**config.mk**
```make
export PLATFORM = sky130hd
export DESIGN_NAME = midi_uart_rx
export DESIGN_NICKNAME = d
export VERILOG_FILES = /design/src/rtl/midi_uart_rx_pkg.sv /design/src/rtl/midi_uart_rx_sync.sv /design/src/rtl/midi_uart_rx.sv
export SDC_FILE = /design/constraint.sdc
export NUM_CORES = 1
export LEC_CHECK = 0
export ABC_CLOCK_PERIOD_IN_PS = 1750
export BUFFER_PORTS_ARGS = -buffer_cell sky130_fd_sc_hd__buf_4
export CORE_MARGIN = 2
export CORE_UTILIZATION = 40
export CTS_CLUSTER_DIAMETER = 120
export DETAILED_ROUTE_END_ITERATION = 10
export SKIP_LAST_GASP = 1
export SYNTH_ARGS = -nofsm -noshare
export SYNTH_HDL_FRONTEND = slang
export SYNTH_SLANG_ARGS = --single-unit
```
**constraint.sdc**
```tcl
create_clock -name clock_50_000_000 -period 1.75 [get_ports clock_50_000_000]
set_input_delay 0.0875 -clock clock_50_000_000 [delete_from_list [all_inputs] [get_ports clock_50_000_000]]
set_output_delay 0.0875 -clock clock_50_000_000 [all_outputs]
set_load 0.005 [all_outputs]
```
**src/rtl/midi_uart_rx_pkg.sv**
```systemverilog
// ---------------------------------------------------------------------------
// Shared packages for the MIDI receive path.
//
//   CONFIG : system-wide constants (byte width, system clock, MIDI bit rate).
//   MIDI   : receiver FSM state type and the 3-input majority helper used
//            when MIDI_RX_MAJORITY_EN is defined.
// ---------------------------------------------------------------------------
package CONFIG;
    localparam int BYTE_WIDTH = 8;
    localparam int CLOCK_HZ   = 50_000_000;
    localparam int MIDI_BAUD  = 31_250;
endpackage

package MIDI;
    typedef enum logic [2:0] {
        IDLE,
        START,
        DATA,
        STOP,
        WAIT_IDLE
    } uart_state_t;

    function automatic logic maj3(input logic a, input logic b, input logic c);
        return (a & b) | (a & c) | (b & c);
    endfunction
endpackage

```
**src/rtl/midi_uart_rx_sync.sv**
```systemverilog
// ---------------------------------------------------------------------------
// Synchronizer: DEPTH-flop synchronizer for an asynchronous single-bit input.
// All flops reset to RESET_VALUE so a line that idles at that level does not
// produce a spurious edge when reset releases. DEPTH must be at least 2.
//
// Ports:
//   i_clk    in  1  clock, rising edge
//   i_reset  in  1  synchronous, active-high reset
//   i_async  in  1  asynchronous input
//   o_sync   out 1  synchronized copy of i_async (DEPTH cycles of latency)
// ---------------------------------------------------------------------------
module Synchronizer #(
    parameter int   DEPTH       = 2,
    parameter logic RESET_VALUE = 1'b1
) (
    input  logic i_clk,
    input  logic i_reset,
    input  logic i_async,
    output logic o_sync
);
    logic [DEPTH-1:0] r_sync;

    always_ff @(posedge i_clk) begin
        if (i_reset) begin
            r_sync <= {DEPTH{RESET_VALUE}};
        end else begin
            r_sync <= {r_sync[DEPTH-2:0], i_async};
        end
    end

    assign o_sync = r_sync[DEPTH-1];
endmodule

```
**src/rtl/midi_uart_rx.sv**
```systemverilog
// ---------------------------------------------------------------------------
// midi_uart_rx: 8N1, LSB-first MIDI serial receiver.
//
// Deserializes midi_rx into bytes. Each good byte is presented on data_out
// with a one-cycle data_out_ready pulse; data_out then holds until the next
// good byte. A low stop bit gives a one-cycle framing_error pulse instead,
// and the receiver waits for the line to return high before rearming.
//
// Ports:
//   clock_50_000_000  in  1           system clock, rising edge
//   reset             in  1           synchronous, active-high reset
//   midi_rx           in  1           raw asynchronous serial line (idle high)
//   data_out          out BYTE_WIDTH  last good byte
//   data_out_ready    out 1           one-cycle strobe, data_out valid
//   framing_error     out 1           one-cycle strobe, stop bit was low
//
// Build option:
//   MIDI_RX_MAJORITY_EN  when defined, each bit decision is the majority of
//                        three consecutive synchronized samples instead of
//                        a single sample.
// ---------------------------------------------------------------------------
module midi_uart_rx
    import MIDI::*;
#(
    parameter int CLOCK_HZ     = CONFIG::CLOCK_HZ,
    parameter int BAUD         = CONFIG::MIDI_BAUD,
    parameter int CLKS_PER_BIT = CLOCK_HZ / BAUD
) (
    input  logic                         clock_50_000_000,
    input  logic                         reset,
    input  logic                         midi_rx,
    output logic [CONFIG::BYTE_WIDTH-1:0] data_out,
    output logic                         data_out_ready,
    output logic                         framing_error
);
    localparam int BW    = CONFIG::BYTE_WIDTH;
    localparam int CNT_W = $clog2(CLKS_PER_BIT);
    localparam logic [CNT_W-1:0] HALF_LAST = CNT_W'(CLKS_PER_BIT / 2 - 1);
    localparam logic [CNT_W-1:0] BIT_LAST  = CNT_W'(CLKS_PER_BIT - 1);
    localparam logic [2:0]       IDX_LAST  = 3'(BW - 1);

    logic              w_rx_s;
    logic              w_sample;

    uart_state_t       r_state,  w_state_nx;
    logic [CNT_W-1:0]  r_count,  w_count_nx;
    logic [2:0]        r_idx,    w_idx_nx;
    logic [BW-1:0]     r_shift,  w_shift_nx;
    logic [BW-1:0]     r_data,   w_data_nx;
    logic              r_ready,  w_ready_nx;
    logic              r_ferr,   w_ferr_nx;

    Synchronizer #(
        .DEPTH       (2),
        .RESET_VALUE (1'b1)
    ) u_sync (
        .i_clk   (clock_50_000_000),
        .i_reset (reset),
        .i_async (midi_rx),
        .o_sync  (w_rx_s)
    );

`ifdef MIDI_RX_MAJORITY_EN
    // The vote window ends on the nominal sample cycle, so the decision and
    // the output pulses keep exactly the same timing as the single-sample
    // build; only the two preceding samples are added to the vote.
    logic [1:0] r_hist;

    always_ff @(posedge clock_50_000_000) begin
        if (reset) begin
            r_hist <= '1;
        end else begin
            r_hist <= {r_hist[0], w_rx_s};
        end
    end

    assign w_sample = maj3(r_hist[1], r_hist[0], w_rx_s);
`else
    assign w_sample = w_rx_s;
`endif

    always_ff @(posedge clock_50_000_000) begin
        if (reset) begin
            r_state <= IDLE;
            r_count <= '0;
            r_idx   <= '0;
            r_shift <= '0;
            r_data  <= '0;
            r_ready <= 1'b0;
            r_ferr  <= 1'b0;
        end else begin
            r_state <= w_state_nx;
            r_count <= w_count_nx;
            r_idx   <= w_idx_nx;
            r_shift <= w_shift_nx;
            r_data  <= w_data_nx;
            r_ready <= w_ready_nx;
            r_ferr  <= w_ferr_nx;
        end
    end

    always_comb begin
        w_state_nx = r_state;
        w_count_nx = r_count + 1'b1;
        w_idx_nx   = r_idx;
        w_shift_nx = r_shift;
        w_data_nx  = r_data;
        w_ready_nx = 1'b0;
        w_ferr_nx  = 1'b0;

        case (r_state)
            IDLE: begin
                w_count_nx = '0;
                if (!w_rx_s) begin
                    w_state_nx = START;
                end
            end

            START: begin
                if (r_count == HALF_LAST) begin
                    if (!w_sample) begin
                        w_count_nx = '0;
                        w_idx_nx   = '0;
                        w_state_nx = DATA;
                    end else begin
                        w_state_nx = IDLE;
                    end
                end
            end

            DATA: begin
                if (r_count == BIT_LAST) begin
                    w_count_nx         = '0;
                    w_shift_nx[r_idx]  = w_sample;
                    w_idx_nx           = r_idx + 1'b1;
                    if (r_idx == IDX_LAST) begin
                        w_state_nx = STOP;
                    end
                end
            end

            // Leaving at the stop-bit midpoint lets the next start edge,
            // which may arrive in the second half of the stop bit, be seen.
            STOP: begin
                if (r_count == BIT_LAST) begin
                    w_count_nx = '0;
                    if (w_sample) begin
                        w_data_nx  = r_shift;
                        w_ready_nx = 1'b1;
                        w_state_nx = IDLE;
                    end else begin
                        w_ferr_nx  = 1'b1;
                        w_state_nx = WAIT_IDLE;
                    end
                end
            end

            WAIT_IDLE: begin
                w_count_nx = '0;
                if (w_rx_s) begin
                    w_state_nx = IDLE;
                end
            end

            default: begin
                w_count_nx = '0;
                w_state_nx = IDLE;
            end
        endcase
    end

    assign data_out       = r_data;
    assign data_out_ready = r_ready;
    assign framing_error  = r_ferr;
endmodule

```
## Word-level counts from Yosys, hierarchy flattened

Cells that the tools add are included.

| word-level totals | value |
|---|---|
| logic and storage cells | 59 |
| output and inout port bits | 10 |
| flip-flop bits (word level) | 37 |

| operators by class | value |
|---|---|
| muxes and demuxes | 22 |
| order comparisons | 2 |
| bitwise gates (word level) | 2 |
| $add $sub $neg | 2 |
| reduce and logical (&&, ||, !) cells | 9 |
| equal/unequal tests | 14 |

Operators with widths:

| cell | count |
|---|---|
| 2-to-1 mux 11 bit | 3 |
| 2-to-1 mux 3 bit | 10 |
| one-hot mux 11 bit (2 select lines) | 1 |
| one-hot mux 3 bit (5 select lines) | 1 |
| inequality test 2 bit (second input constant) | 6 |
| adder 11 x 1 -> 11 bit (second input constant) | 1 |
| equality test 11 x 10 -> 1 bit (second input constant) | 1 |
| equality test 11 bit (second input constant) | 1 |
| bitwise mux 8 bit | 1 |
| equality test 3 x 2 -> 1 bit (second input constant) | 2 |
| equality test 3 bit (second input constant) | 2 |
| one-hot mux 3 bit (2 select lines) | 1 |
| AND reduction 6 bit | 1 |
| less-than comparator 3 x 4 -> 1 bit (second input constant) | 1 |
| AND reduction 4 bit | 1 |
| adder 3 x 1 -> 3 bit (second input constant) | 1 |
| demux 1 bit (select 3 bit) | 1 |
| equality test 3 x 1 -> 1 bit (second input constant) | 1 |
| >= comparator 3 x 1 -> 1 bit (second input constant) | 1 |
| logical NOT 3 bit | 1 |
| 2-to-1 mux 1 bit | 3 |
| AND reduction 3 bit | 1 |
| OR reduction 3 bit | 1 |
| 2-to-1 mux 2 bit | 1 |
| 6 further kinds | 7 |

## Logic depth before layout (Yosys ltp)

| depth | value |
|---|---|
| depth after elaboration | 5 |
| gate-level depth with buffers | 8 |
| gate-level depth less buffers | 6 |

## By module

Synthesis repeated with hierarchy kept, for this count alone.

| unflattened totals | value |
|---|---|
| cells, all modules | 184 |
| area, all modules | 1670.4 um^2 |

By module, submodules not included:

| module | sequential area each (um^2) | times used | cells an instance | area each (um^2) |
|---|---|---|---|---|
| midi_uart_rx | 700.7 | 1 | 180 | 1617.8 |
| Synchronizer | 40.0 | 1 | 4 | 52.6 |

## Worst setup path after synthesis

No wires, ideal clock.

| timing | value |
|---|---|
| path type | register -> register |
| from | register r_count[0] |
| to | register r_count[7] |
| stages on the path, launching flop included | 9 |
| setup slack | -0.101 ns |
| path buffers | 2 |
| required time | 1.688 ns |
| period minus slack after synthesis | 1.851 ns |
| arrival | 1.789 ns |
| path through | dfxtp_1 > ha_1 > and4_1 > and4_1 > buf_6 > a211o_1 > a21o_1 > buf_6 > nor2_2 |

| between the ends | value |
|---|---|
| cells in the longest elaborated chain, start to end | 4 |
| elaborated cells on any way between the ends | 7 |

RTL lines:

| item | RTL line | text |
|---|---|---|
| from (decl) | midi_uart_rx.sv:46 | `logic [CNT_W-1:0] r_count, w_count_nx;` |
| from (signal assigned) | midi_uart_rx.sv:93 | `r_count <= w_count_nx;` |
| adder 11 x 1 -> 11 bit | midi_uart_rx.sv:104 | `w_count_nx = r_count + 1'b1;` |
| 2-to-1 mux 11 bit | midi_uart_rx.sv:121 | `if (!w_sample) begin` |
| 2-to-1 mux 11 bit | midi_uart_rx.sv:120 | `if (r_count == HALF_LAST) begin` |
| one-hot mux 11 bit (2 select lines) (*) | midi_uart_rx.sv:111 | `case (r_state)` |

Mark *: on every way between the ends. The rest lies on a longest branch, timed or not.
A chain may end at the register's enable or synchronous reset.

## Final worst setup path

| timing | value |
|---|---|
| from | register r_count[6] |
| to | register r_state[2] |

| between the ends | value |
|---|---|
| cells in the longest elaborated chain, start to end | 3 |
| elaborated cells on any way between the ends | 6 |

RTL lines:

| item | RTL line | text |
|---|---|---|
| equality test 11 bit or equality test 11 x 10 -> 1 bit (tied branches) | midi_uart_rx.sv:132, midi_uart_rx.sv:145, midi_uart_rx.sv:120 |  |
| inequality test 2 bit (no source line) | n/a |  |
| AND reduction 6 bit (no source line) (*) | n/a |  |
| to (signal assigned) | midi_uart_rx.sv:92 | `r_state <= w_state_nx;` |
| to (decl) | midi_uart_rx.sv:45 | `uart_state_t r_state, w_state_nx;` |

Marks and branches as above.

==> impl_summary.md <==
Run status
The run finished with clean final reports.

Final layout
The proportion of layout cells with a drive suffix above 1 is 0.351. The final net count is 210. The filler cells instantiated in the layout total 408. Summing all non-filler instances in the final layout gives an area of 2150 sq um. Excluding fillers, the count of instances in the completed layout stands at 257. 0 antenna diodes ended up in the layout. The area added between synthesis and finish is 22.3%.

Critical path
By startpoint and endpoint, the worst setup path is classified as reg2reg. STA puts the critical path data arrival time at 1890 ps. The length in cells of the worst reg-to-reg path is 5.

The maximum fanout count along the critical path is 4. For the worst setup path, the data required time is 1940 ps. The startpoint type of the worst setup path is a flop.

The setup check on the worst reg-to-reg path leaves a slack of 50 ps. In this run the critical register-to-register path is captured at r_state[2]$_SDFFE_PP0P_. STA classifies the critical path endpoint as a flop. In this run the critical register-to-register path is launched from r_count[6]$_SDFF_PP0_.

STA
At the pin with the least slew margin, the transition time is 375 ps. The final worst-path cycle share is 0.972. The worst pin sits at a relative slew slack of 0.748.

The number of slew-limit violations in the final report is 0. The final hold slack is 156 ps. Setup repair after global routing could not meet its margin everywhere. Derived from the worst setup path, the maximum achievable clock frequency is 588 MHz. The final number of setup-violating endpoints is 0. The clock tree skew after final layout is 5.83 ps. The final count of hold timing violations was 0. The smallest clock period supported by the final layout is computed as 1700 ps.

Logic synthesis
The number of warning messages in the yosys log is 0. Counting flops with a built-in enable in the synthesized netlist gives 0. The synthesized design spends more area on one cell type than any other, namely sky130_fd_sc_hd__dfxtp_1.

When the netlist entered floorplanning its net count stood at 182. Synthesis instantiated 45 different standard cells from the library. Counting flops and latches in the post-synthesis netlist gives 37. The share of the Yosys chip area taken by registers is 0.421. By area the synthesized netlist is led by sky130_fd_sc_hd__dfxtp_1 (42%), sky130_fd_sc_hd__mux2i_1 (9.7%), sky130_fd_sc_hd__nor2_1 (4.7%).

In the synthesized netlist, the number of instances is 176. Among all flip-flop cells after synthesis, the most frequent one is sky130_fd_sc_hd__dfxtp_1. The share of flip-flops with an asynchronous set or reset is 0.

Summing every instance area after synthesis gives 1760 sq um. After synthesis, the mean cell area works out to 10.0 sq um. Yosys instantiated no cell more often than sky130_fd_sc_hd__dfxtp_1. Sorting the synthesized cells by how often they occur yields sky130_fd_sc_hd__dfxtp_1 (37), sky130_fd_sc_hd__nor2_1 (22), sky130_fd_sc_hd__mux2i_1 (17), sky130_fd_sc_hd__nor2_2 (9), sky130_fd_sc_hd__nand4_1 (8). The fraction of synthesized cell area taken by the top area cell type is 0.421.

Clocking
The number of sinks driven by the clock tree is 37. The TritonCTS clock tree is done. The clock passes through at most 2 buffers. The number of clock buffers inserted by TritonCTS is 5.

The H-tree was split into 2 levels. The clock reaches the later pin of the worst-skew pair after 290 ps. After clock tree synthesis, the clock-pin slew on the worst setup and hold paths is 80 ps. The tree is rooted in a sky130_fd_sc_hd__clkbuf_8.

Min path
The worst hold-check path type is in2reg. The start point of the worst min-delay path is reset. Counting instances, the worst hold path has a depth of 2. The hold path endpoint is r_shift[7]$_SDFFE_PP0P_.

Place
In this run, placement finished with an instance count of 247. The number of port buffers is 12. The total cell area at the placement stage is 1980 sq um. The post-detailed-placement half-perimeter wirelength is 2.45 mm. The routability congestion estimate is 0.849.

Floorplan
The die is 70.3 microns tall. Pin placement for this block handled 13 I/O pins. The initial standard-cell utilization of the core is 0.410. The width of the die is 70.3 microns.

The row count is 24. The floorplan die area is 4950 sq um. The floorplan core area is 4290 sq um.

Pwr
After layout, the design draws a total of 0.00171 W. The power density relative to cell area is 796 nW/um^2. VDD sags by at most 0.000503 V. Summed over all cells, the static leakage comes to 0.824 nW.

Route
The via density per instance is 5.16. The DRC violations left is 0. After the first detailed-routing iteration, the DRC count stood at 84. The count of nets left with antenna violations after detail routing is 0. The detailed-route wire length is 3.50 mm.

The wire length per cell is 13.6 microns. The number of detailed-routing iterations run before antenna repair is 4. Detailed routing inserted a total of 1326 vias.

Global route
In the global route stage, overall resource usage came out at 0.155. The number of antenna violations at the first check in global routing came to 0. The residual overflow from global routing is 0. Entering global routing, the biggest net connects 33 pins. The via count of the first global-routing pass is 1304. The first global-routing pass estimated 6.03 mm of wire.

Flow run
The tool flagged a number of max-cap violations equal to 0.
cells by family (layout without fill, tap and decap cells):
group,Yosys count,count (layout),synth area share
multiplexers,18,18,0.105
flip-flops,37,37,0.421
adder cells (fa/ha/maj),3,3,0.0213
XOR/XNOR,9,9,0.0448
AND/OR/NAND/NOR,79,80,0.267
buffers and inverters,15,43,0.0554
AO/OA/AOI/OAI,15,15,0.0853
worst max-delay path by stage:
stage	start	endpoint
finish	r_count[6]$_SDFF_PP0_	r_state[2]$_SDFFE_PP0P_
global route	r_count[7]$_SDFF_PP0_	r_state[2]$_SDFFE_PP0P_
CTS	r_count[8]$_SDFF_PP0_	r_shift[7]$_SDFFE_PP0P_
detailed placement	r_count[1]$_SDFF_PP0_	data_out[0]$_SDFFE_PP0P_
global placement	r_count[1]$_SDFF_PP0_	data_out[7]$_SDFFE_PP0P_
floorplan	r_count[0]$_SDFF_PP0_	r_count[7]$_SDFF_PP0_
cell type report:
type | count | area [sq um] | area share
well taps | 52 | 65.1 | 0.0302
inverters | 5 | 18.8 | 0.00872
clock buffers | 6 | 82.6 | 0.0383
flip-flops and latches | 37 | 746 | 0.346
repair buffers | 30 | 240 | 0.112
clock inverters | 2 | 37.5 | 0.0174
multi-input cells | 125 | 963 | 0.447
metrics by stage:
stage	worst slack (ps)	TNS (ps)	utilization
after floorplan	8.07	0	-
after CTS	1.39	0	0.494
after detailed placement	-26.5	-66.6	0.462
after global routing	-8.72	-12.6	0.501
final	49.5	0	0.501
after global placement	23.4	0	0.462
worst max-delay path, stage by stage, from the launching register on:
cell and delay [ps]:
sky130_fd_sc_hd__dfxtp_2 350, sky130_fd_sc_hd__nor4b_4 370, sky130_fd_sc_hd__nand3_2 130, sky130_fd_sc_hd__a211oi_4 320, sky130_fd_sc_hd__o211ai_4 120, sky130_fd_sc_hd__mux2_4 310
flip-flops by register name (all words and copies together) (netlist names):
signal,cells
u_sync.r_sync,2
r_state,3
r_idx,3
r_count,11
framing_error,1
r_shift,8
data_out_ready,1
data_out,8
power breakdown:
group / switching, W / internal (W)
logic: 0.0000463 / 0.0000409
clock network: 0.000313 / 0.000463
registers: 0.00000470 / 0.000846
total: 0.000365 / 0.00135
repair_timing:
action | in CTS | in global routing
resized for setup | 2 | 7
hold buffers | 1 | 0
buffers inserted | 0 | 0
gates cloned | 0 | 1
pin swaps | 3 | 5
setup endpoints to repair | 11 | 16
hold endpoints to repair | 1 | 0
metal layers:
layer / GRT usage / wire (microns)
met1: 0.190 / 1580
met4: 0.0791 / 78
met5: 0 / 0
met3: 0.0505 / 144
met2: 0.241 / 1700
placed cells by master, fill, tap and decap left out, types with 2 or more instances in the layout:
cell                       count
sky130_fd_sc_hd__a211oi_1      2
sky130_fd_sc_hd__and2_1        3
sky130_fd_sc_hd__and3_1        2
sky130_fd_sc_hd__and4_4        2
sky130_fd_sc_hd__buf_4        28
sky130_fd_sc_hd__clkbuf_8      6
sky130_fd_sc_hd__dfxtp_1      33
sky130_fd_sc_hd__dfxtp_2       4
sky130_fd_sc_hd__ha_1          2
sky130_fd_sc_hd__inv_1         4
sky130_fd_sc_hd__mux2i_1      17
sky130_fd_sc_hd__nand2_1       4
sky130_fd_sc_hd__nand2b_1      4
sky130_fd_sc_hd__nand3_1       5
sky130_fd_sc_hd__nand4_1       8
sky130_fd_sc_hd__nor2_1       22
sky130_fd_sc_hd__nor2_2        9
sky130_fd_sc_hd__nor2b_1       5
sky130_fd_sc_hd__nor4_2        2
sky130_fd_sc_hd__o21ai_0       2
sky130_fd_sc_hd__o32ai_1       2
sky130_fd_sc_hd__or2_2         2
sky130_fd_sc_hd__or3_1         2
sky130_fd_sc_hd__or3b_4        2
sky130_fd_sc_hd__xnor2_1       4
sky130_fd_sc_hd__xor2_1        5
(Power assumes the default switching activity.)
